$ cat config.mk
export PLATFORM = sky130hd
export DESIGN_NAME = alu_issue_ctrl
export DESIGN_NICKNAME = d
export VERILOG_FILES = /design/src/rtl/alu_pkg.sv /design/src/rtl/alu_ctrl_decode.sv /design/src/rtl/alu_issue_ctrl.sv
export SDC_FILE = /design/constraint.sdc
export NUM_CORES = 1
export LEC_CHECK = 0
export CAP_MARGIN = 5
export CORE_MARGIN = 2
export CORE_UTILIZATION = 40
export CTS_CLUSTER_DIAMETER = 40
export DETAILED_ROUTE_END_ITERATION = 10
export PLACE_DENSITY = 0.75
export SYNTH_ARGS = -nofsm -noshare
export SYNTH_HDL_FRONTEND = slang
export SYNTH_HIERARCHICAL = 1
export SYNTH_SLANG_ARGS = --single-unit
export TNS_END_PERCENT = 50
$ cat constraint.sdc
create_clock -name clk -period 1.21 [get_ports clk]
set_input_delay 0.1815 -clock clk [delete_from_list [all_inputs] [get_ports clk]]
set_output_delay 0.1815 -clock clk [all_outputs]
set_load 0.01 [all_outputs]
$ cat src/rtl/alu_pkg.sv
// Shared ALU function codes and instruction-field encodings for the
// issue/decode logic around the combinational ALU.
package alu_pkg;

  localparam logic [3:0] ALU_AND = 4'b0000;
  localparam logic [3:0] ALU_OR  = 4'b0001;
  localparam logic [3:0] ALU_ADD = 4'b0010;
  localparam logic [3:0] ALU_SLL = 4'b0011;
  localparam logic [3:0] ALU_SUB = 4'b0100;
  localparam logic [3:0] ALU_SRL = 4'b0101;
  localparam logic [3:0] ALU_MUL = 4'b0110;
  localparam logic [3:0] ALU_XOR = 4'b0111;
  localparam logic [3:0] ALU_SLT = 4'b1000;

  localparam logic [1:0] ALUOP_MEM    = 2'b00;
  localparam logic [1:0] ALUOP_BRANCH = 2'b01;
  localparam logic [1:0] ALUOP_RTYPE  = 2'b10;
  localparam logic [1:0] ALUOP_ITYPE  = 2'b11;

  localparam logic [2:0] F3_BEQ  = 3'b000;
  localparam logic [2:0] F3_BNE  = 3'b001;

  localparam logic [2:0] F3_ADD  = 3'b000;
  localparam logic [2:0] F3_SLL  = 3'b001;
  localparam logic [2:0] F3_SLT  = 3'b010;
  localparam logic [2:0] F3_SLTU = 3'b011;
  localparam logic [2:0] F3_XOR  = 3'b100;
  localparam logic [2:0] F3_SR   = 3'b101;
  localparam logic [2:0] F3_OR   = 3'b110;
  localparam logic [2:0] F3_AND  = 3'b111;

endpackage

$ cat src/rtl/alu_ctrl_decode.sv
// Combinational decode of alu_op/funct3/funct7 bits into the ALU function
// code, plus branch and unsupported-encoding flags.
module alu_ctrl_decode
  import alu_pkg::*;
(
  input  logic [1:0] alu_op,
  input  logic [2:0] funct3,
  input  logic       funct7_b5,
  input  logic       funct7_b0,
  output logic [3:0] alu_ctrl,
  output logic       is_branch,
  output logic       illegal
);

  logic is_rtype;
  assign is_rtype = (alu_op == ALUOP_RTYPE);

  // Function-code, branch and illegal decode
  always_comb begin
    alu_ctrl  = ALU_ADD;
    is_branch = 1'b0;
    illegal   = 1'b0;
    case (alu_op)
      ALUOP_MEM: begin
        alu_ctrl = ALU_ADD;
      end
      ALUOP_BRANCH: begin
        alu_ctrl  = ALU_SUB;
        is_branch = 1'b1;
        illegal   = (funct3 != F3_BEQ) && (funct3 != F3_BNE);
      end
      ALUOP_RTYPE, ALUOP_ITYPE: begin
        case (funct3)
          F3_ADD: begin
            // MUL and SUB selects together have no meaning; keep ADD and flag it
            if (is_rtype && funct7_b5 && funct7_b0) begin
              alu_ctrl = ALU_ADD;
              illegal  = 1'b1;
            end else if (is_rtype && funct7_b0) begin
              alu_ctrl = ALU_MUL;
            end else if (is_rtype && funct7_b5) begin
              alu_ctrl = ALU_SUB;
            end else begin
              alu_ctrl = ALU_ADD;
            end
          end
          F3_SLL:  alu_ctrl = ALU_SLL;
          F3_SLT:  alu_ctrl = ALU_SLT;
          F3_SLTU: alu_ctrl = ALU_SLT;
          F3_XOR:  alu_ctrl = ALU_XOR;
          F3_SR: begin
            alu_ctrl = ALU_SRL;
            illegal  = funct7_b5;
          end
          F3_OR:   alu_ctrl = ALU_OR;
          F3_AND:  alu_ctrl = ALU_AND;
          default: alu_ctrl = ALU_ADD;
        endcase
      end
      default: begin
        alu_ctrl = ALU_ADD;
      end
    endcase
  end

endmodule

$ cat src/rtl/alu_issue_ctrl.sv
// Two-stage issue pipeline around an external combinational ALU:
// E drives the ALU ports, W captures result/zero and the branch decision.
module alu_issue_ctrl
  import alu_pkg::*;
#(
  parameter int WIDTH = 8
) (
  input  logic             clk,
  input  logic             reset,
  input  logic             in_valid,
  output logic             in_ready,
  input  logic [1:0]       alu_op,
  input  logic [2:0]       funct3,
  input  logic             funct7_b5,
  input  logic             funct7_b0,
  input  logic [WIDTH-1:0] rs1_data,
  input  logic [WIDTH-1:0] rs2_data,
  output logic [WIDTH-1:0] alu_in1,
  output logic [WIDTH-1:0] alu_in2,
  output logic [3:0]       alu_ctrl,
  input  logic [WIDTH-1:0] alu_result,
  input  logic             zero_flag,
  output logic             out_valid,
  input  logic             out_ready,
  output logic [WIDTH-1:0] out_result,
  output logic             out_zero,
  output logic             out_branch_taken,
  output logic             out_illegal
);

  logic [3:0] dec_ctrl;
  logic       dec_branch;
  logic       dec_illegal;

  alu_ctrl_decode u_decode (
    .alu_op    (alu_op),
    .funct3    (funct3),
    .funct7_b5 (funct7_b5),
    .funct7_b0 (funct7_b0),
    .alu_ctrl  (dec_ctrl),
    .is_branch (dec_branch),
    .illegal   (dec_illegal)
  );

  logic             e_valid_q,   e_valid_d;
  logic [WIDTH-1:0] alu_in1_q,   alu_in1_d;
  logic [WIDTH-1:0] alu_in2_q,   alu_in2_d;
  logic [3:0]       alu_ctrl_q,  alu_ctrl_d;
  logic             e_branch_q,  e_branch_d;
  logic             e_f3b0_q,    e_f3b0_d;
  logic             e_illegal_q, e_illegal_d;

  logic             out_valid_q,   out_valid_d;
  logic [WIDTH-1:0] out_result_q,  out_result_d;
  logic             out_zero_q,    out_zero_d;
  logic             out_taken_q,   out_taken_d;
  logic             out_illegal_q, out_illegal_d;

  logic w_free;
  logic e_adv;
  logic accept;

  assign w_free   = !out_valid_q || out_ready;
  assign e_adv    = e_valid_q && w_free;
  assign in_ready = !e_valid_q || w_free;
  assign accept   = in_valid && in_ready;

  // Next-state for both stages; ALU drive registers hold when E is not loaded
  always_comb begin
    e_valid_d     = e_valid_q;
    alu_in1_d     = alu_in1_q;
    alu_in2_d     = alu_in2_q;
    alu_ctrl_d    = alu_ctrl_q;
    e_branch_d    = e_branch_q;
    e_f3b0_d      = e_f3b0_q;
    e_illegal_d   = e_illegal_q;
    out_valid_d   = out_valid_q;
    out_result_d  = out_result_q;
    out_zero_d    = out_zero_q;
    out_taken_d   = out_taken_q;
    out_illegal_d = out_illegal_q;

    if (accept) begin
      e_valid_d   = 1'b1;
      alu_in1_d   = rs1_data;
      alu_in2_d   = rs2_data;
      alu_ctrl_d  = dec_ctrl;
      e_branch_d  = dec_branch;
      e_f3b0_d    = funct3[0];
      e_illegal_d = dec_illegal;
    end else if (e_adv) begin
      e_valid_d = 1'b0;
    end else begin
      e_valid_d = e_valid_q;
    end

    if (e_adv) begin
      out_valid_d   = 1'b1;
      out_result_d  = alu_result;
      out_zero_d    = zero_flag;
      // funct3[0] separates BNE from BEQ; illegal branches never take
      out_taken_d   = e_branch_q && !e_illegal_q && (e_f3b0_q ? !zero_flag : zero_flag);
      out_illegal_d = e_illegal_q;
    end else if (out_ready) begin
      out_valid_d = 1'b0;
    end else begin
      out_valid_d = out_valid_q;
    end
  end

  // Pipeline state registers with synchronous reset
  always_ff @(posedge clk) begin
    if (reset) begin
      e_valid_q     <= 1'b0;
      alu_in1_q     <= {WIDTH{1'b0}};
      alu_in2_q     <= {WIDTH{1'b0}};
      alu_ctrl_q    <= ALU_ADD;
      e_branch_q    <= 1'b0;
      e_f3b0_q      <= 1'b0;
      e_illegal_q   <= 1'b0;
      out_valid_q   <= 1'b0;
      out_result_q  <= {WIDTH{1'b0}};
      out_zero_q    <= 1'b0;
      out_taken_q   <= 1'b0;
      out_illegal_q <= 1'b0;
    end else begin
      e_valid_q     <= e_valid_d;
      alu_in1_q     <= alu_in1_d;
      alu_in2_q     <= alu_in2_d;
      alu_ctrl_q    <= alu_ctrl_d;
      e_branch_q    <= e_branch_d;
      e_f3b0_q      <= e_f3b0_d;
      e_illegal_q   <= e_illegal_d;
      out_valid_q   <= out_valid_d;
      out_result_q  <= out_result_d;
      out_zero_q    <= out_zero_d;
      out_taken_q   <= out_taken_d;
      out_illegal_q <= out_illegal_d;
    end
  end

  assign alu_in1          = alu_in1_q;
  assign alu_in2          = alu_in2_q;
  assign alu_ctrl         = alu_ctrl_q;
  assign out_valid        = out_valid_q;
  assign out_result       = out_result_q;
  assign out_zero         = out_zero_q;
  assign out_branch_taken = out_taken_q;
  assign out_illegal      = out_illegal_q;

endmodule

Yosys cells after proc, flatten, opt, wreduce, memory -nomap -nowiden
Cells that the tools add are included.
{"block": "totals", "reg_bits": 36, "input_bits": 36, "output_inout_bits": 33, "wordCells": 58}
{"block": "op_classes", "eq_ne": 11, "n_mux": 14, "reduce_logical": 21}
{"op": "$pmux W4 S7", "count": 1}
{"op": "$eq A3 B3 Y1 const B", "count": 4}
{"op": "$pmux W4 S3", "count": 1}
{"op": "$logic_and A1 B1 Y1", "count": 8}
{"op": "$mux W4", "count": 2}
{"op": "$mux W1", "count": 7}
{"op": "$eq A3 B2 Y1 const B", "count": 2}
{"op": "$eq A2 B2 Y1 const B", "count": 2}
{"op": "$logic_not A1 Y1", "count": 4}
{"op": "$pmux W1 S2", "count": 2}
{"op": "$reduce_bool A2 Y1", "count": 2}
{"op": "$reduce_or A2 Y1", "count": 2}
{"op": "$eq A3 B1 Y1 const B", "count": 1}
{"op": "$logic_not A3 Y1", "count": 1}
{"op": "$mux W3", "count": 1}
{"op": "$ne A3 B1 Y1 const B", "count": 1}
{"op": "$reduce_bool A3 Y1", "count": 1}
{"op": "$eq A2 B1 Y1 const B", "count": 1}
{"op": "$logic_not A2 Y1", "count": 1}
{"op": "$logic_or A1 B1 Y1", "count": 2}

Depth between registers and ports, before layout
{"block": "depth", "depth_word": 7, "ltp_mapped": 5, "depth_no_buf": 5}

Modules after synthesis
Netlist, hierarchy kept.
{"module": "alu_issue_ctrl", "instances": 1, "cells_each": 161, "area_per_inst_um2": 1547.7, "seq_area_each_um2": 720.7}
{"module": "alu_ctrl_decode", "instances": 1, "cells_each": 18, "area_per_inst_um2": 125.1, "seq_area_each_um2": 0.0}

Least setup slack after synthesis
OpenSTA, ideal clock, no wires.
{"block": "synth_timing", "kind": "register to register", "start": "register out_valid_q (netlist: out_valid)", "end": "register alu_ctrl_q[0] (netlist: alu_ctrl[0])", "t_arrival_ns": 1.061, "required_ns": 1.138, "setup_slack_ns": 0.078, "stages_incl_launch_ff": 5, "cell_sequence": "dfxtp_1 > nor2b_4 > a21boi_4 > buf_6 > mux2i_1"}
{"block": "synth_via", "elab_chain_len": 4}
{"item": "start, declared", "line_no": "alu_issue_ctrl.sv:53", "text": "logic out_valid_q, out_valid_d;"}
{"item": "start signal, assigned", "line_no": "alu_issue_ctrl.sv:134", "text": "out_valid_q <= out_valid_d;"}
{"item": "$logic_not A1 Y1", "line_no": "alu_issue_ctrl.sv:63", "text": "assign w_free = !out_valid_q || out_ready;"}
{"item": "$logic_or A1 B1 Y1", "line_no": "alu_issue_ctrl.sv:63"}
{"item": "$logic_or A1 B1 Y1", "line_no": "alu_issue_ctrl.sv:65", "text": "assign in_ready = !e_valid_q || w_free;"}
{"item": "$logic_and A1 B1 Y1", "line_no": "alu_issue_ctrl.sv:66", "text": "assign accept = in_valid && in_ready;"}
{"item": "end signal, assigned", "line_no": "alu_issue_ctrl.sv:130", "text": "alu_ctrl_q <= alu_ctrl_d;"}
{"item": "end, declared", "line_no": "alu_issue_ctrl.sv:48", "text": "logic [3:0] alu_ctrl_q, alu_ctrl_d;"}
Every way passes these cells.
A chain may end at the register's enable or synchronous reset.

Final worst setup path
{"block": "layout_timing", "start": "register out_valid_q (netlist: out_valid)", "end": "register alu_ctrl_q[2] (netlist: alu_ctrl[2])"}
The elaborated chain is that of the path after synthesis.

==> qor.yml <==
sta:
  rsz0062_at_grt: "true"
  max_freq_mhz: 834
  setup_slack_ns: 0.0111
  worst_pin_slew_ns: 0.201
  slew_headroom_pct: 86.6
  layout_min_cycle_time_ns: 1.20
  hold_viol: 0
  final_max_slew_viol_count: 0
  fin_crit_sh_pct: 99.1
  setup_viol: 0
  fin_worst_skew_ns: 0.00231
cells_and_area:
  antennaDiodeCount: 0
  fin_cells: 311
  final_area_um2: 2580
  areaGrowthSynthToFinish_pct: 54.5
  n_fill_cell: 362
  multi_input_area_um2: 868
  drive_gt1_share_pct: 12.6
  ff_latch_area_um2: 722
  nets: 296
  final_util_pct: 64.6
clock_tree:
  cts_root_buf: "clkbuf_8"
  clock_sinks: 36
  cts_tree: "done"
  cts_max_level: 2
  cts_hold_buf: 0
  cts.path.max_buffers: 2
  clk_latency_ns: 0.28
  cts_buffers: 5
  clk_pin_slew_ns: 0.07
critical_path:
  path_cells: "nor2b_4, buf_12, a21boi_4, buf_12, mux2i_1"
  max_stage_delay_ns: 0.33
  crit_family: "flip-flops"
  cpMaxStageDelayCell: "dfxtp_2"
  critical_path.max_fanout: 17
  cp-end-kind: "flop"
  critPathMostFrequentCell: "buf_12"
  critPathLaunchType: "flop"
  crit_required_ns: 1.42
  path_class: "flop to flop"
  r2r_slack_ns: 0.01
  crit_buf_inv: 2
  worst_ep_arrival_time_ns: 1.40
power:
  p_per_area_nw_per_um2: 1020
  vdd_drop_max_mv: 0.652
  power.total_uw: 2650
  p_leak_uw: 0.00118
logic_synthesis:
  syn_inst: 179
  ys_ff_latch: 36
  ys_seq_area_share_pct: 43.1
  ys_types: 27
  synth_top_area_share_pct: 43.1
  syn_area_um2: 1670
  yosys_warnings: 6
  syn_area_per_cell_um2: 9.35
  syn-num-nets: 215
  yosysTopAreaCell: "dfxtp_1"
  ys_top_cells_by_area: "dfxtp_1 43%, nand2b_1 18%, mux2i_1 14%, a21oi_1 4.5%, nand3_1 3.0%"
global_routing:
  grt_pass1_vias: 1380
  grt_first_pass_wirelength_um: 5980
  grt_max_degree: 54
  grtUsageTotal_pct: 17.0
  grt.overflow.total: 0
  grt_antenna_before_repair: 0
drt:
  totalWireLength_um: 3580
  drtAntennaViolNets: 0
  drt_first_pass_iters: 4
  drc_errors: 0
  via_per_inst: 4.70
  wire_per_inst_um: 11.5
  num_vias: 1461
  initialDrtViolationCount: 79
outcome:
  status: "finished clean"
die:
  initial_utilization_pct: 41.8
  coreArea_um2: 4000
  io_pins: 69
  die_x_um: 68.7
  row_count: 23
  die_h_um: 68.7
  die_area_um2: 4720
min_path:
  holdCritPathClass: "flop to flop"
placed_design:
  dp_hpwl_um: 2660
  dp.cells: 303
  portBuffers: 68
  gp_congestion: 0.798
  dpl-instance-area_um2: 2540
  place_ws_ns: -0.338
run:
  drv_cap: 0
-- timing repair --
action	CTS	global route
pin swaps	1	0
setup endpoints to repair	56	24
resized for setup	35	3
cloned	0	0
setup buffers	0	0
-- worst reg2reg max path: stages, from the launching register on --
cell      delay, ns
dfxtp_2        0.33
nor2b_4        0.13
buf_12         0.12
a21boi_4       0.15
buf_12         0.19
mux2i_1        0.21
-- final cells by class --
| class | count | share of cell area [%] |
|---|---|---|
| flip-flops and latches | 36 | 27.9 |
| repair buffers | 87 | 32.1 |
| well taps | 50 | 2.42 |
| inverters | 3 | 0.436 |
| clock buffers | 8 | 3.49 |
| multi-input cells | 127 | 33.6 |
-- cells by family (layout without fill, tap and decap cells) --
family,after synthesis,in the layout,synth area share (%)
and+or+nand+nor,70,70,25.4
DFF,36,36,43.1
AOI/OAI and AO/OA,32,32,11.7
muxes,23,23,13.8
buffers and inverters,16,98,5.01
xor gates and xnor gates,2,2,1.05
-- through the flow --
stage	TNS, ns	hold slack [ns]
2_1_floorplan	0	0.299
3_3_place_gp	-9.04	0.454
3_5_place_dp	-9.79	0.464
4_1_cts	-0.106	0.461
5_1_grt	-0.996	0.476
6_report	0	0.470
-- placed cells by master (no fill, tap or decap), types with 2 or more instances in the layout --
cell	n
dfxtp_1	35
buf_12	4
clkbuf_8	6
mux2i_1	23
clkdlybuf4s50_1	33
dlygate4sd2_1	33
nor2_1	5
nand3_1	10
nand2b_1	47
o21ai_1	2
o21ai_0	10
clkbuf_1	2
nand2_1	2
a21oi_1	15
xor2_1	2
buf_4	15
inv_1	2
-- power by group --
group / internal (uW) / switching, uW / total [uW]
registers: 1250 / 31.2 / 1280
logic: 306 / 205 / 510
clock network: 464 / 390 / 853
total: 2020 / 625 / 2650
-- registers in the layout (all words and copies together) (netlist names), 4 cells and up --
signal / count
alu_ctrl: 4
alu_in2: 8
out_result: 8
alu_in1: 8
-- final timing paths --
kind / from / end / depth (start not counted)
max: out_valid / alu_ctrl[2] / 5
min reg2reg: alu_in1[5] / alu_in1[5] / 2
max reg2reg: out_valid / alu_ctrl[2] / 5
min: alu_in1[5] / alu_in1[5] / 2
-- cells in the mapped netlist --
master,instances
nand4_1,1
clkbuf_2,1
nor2b_4,1
o211a_1,1
a21boi_4,1
o2bb2ai_1,1
o21ai_0,10
a22oi_1,1
nand3_1,10
nor2_1,5
dfxtp_1,36
clkbuf_1,4
nand2_1,2
nor2b_1,1
inv_1,2
nand3b_1,1
and3b_2,1
o21ai_1,2
inv_2,1
nand2b_1,47
mux2i_1,23
nor3_2,1
o32ai_2,1
buf_2,6
xor2_1,2
buf_6,2
a21oi_1,15
-- metal layers --
| layer | vias up | global-route usage, % | part of all wire, % |
|---|---|---|---|
| met3 | 5 | 5.68 | 7.0 |
| met2 | 45 | 28.5 | 45 |
| met4 | 0 | 6.00 | 1.4 |
| met1 | 649 | 20.1 | 46 |
| met5 | - | 0 | 0 |
| li1 | 762 | - | - |
No activity file was read; power rests on OpenSTA's default activity.
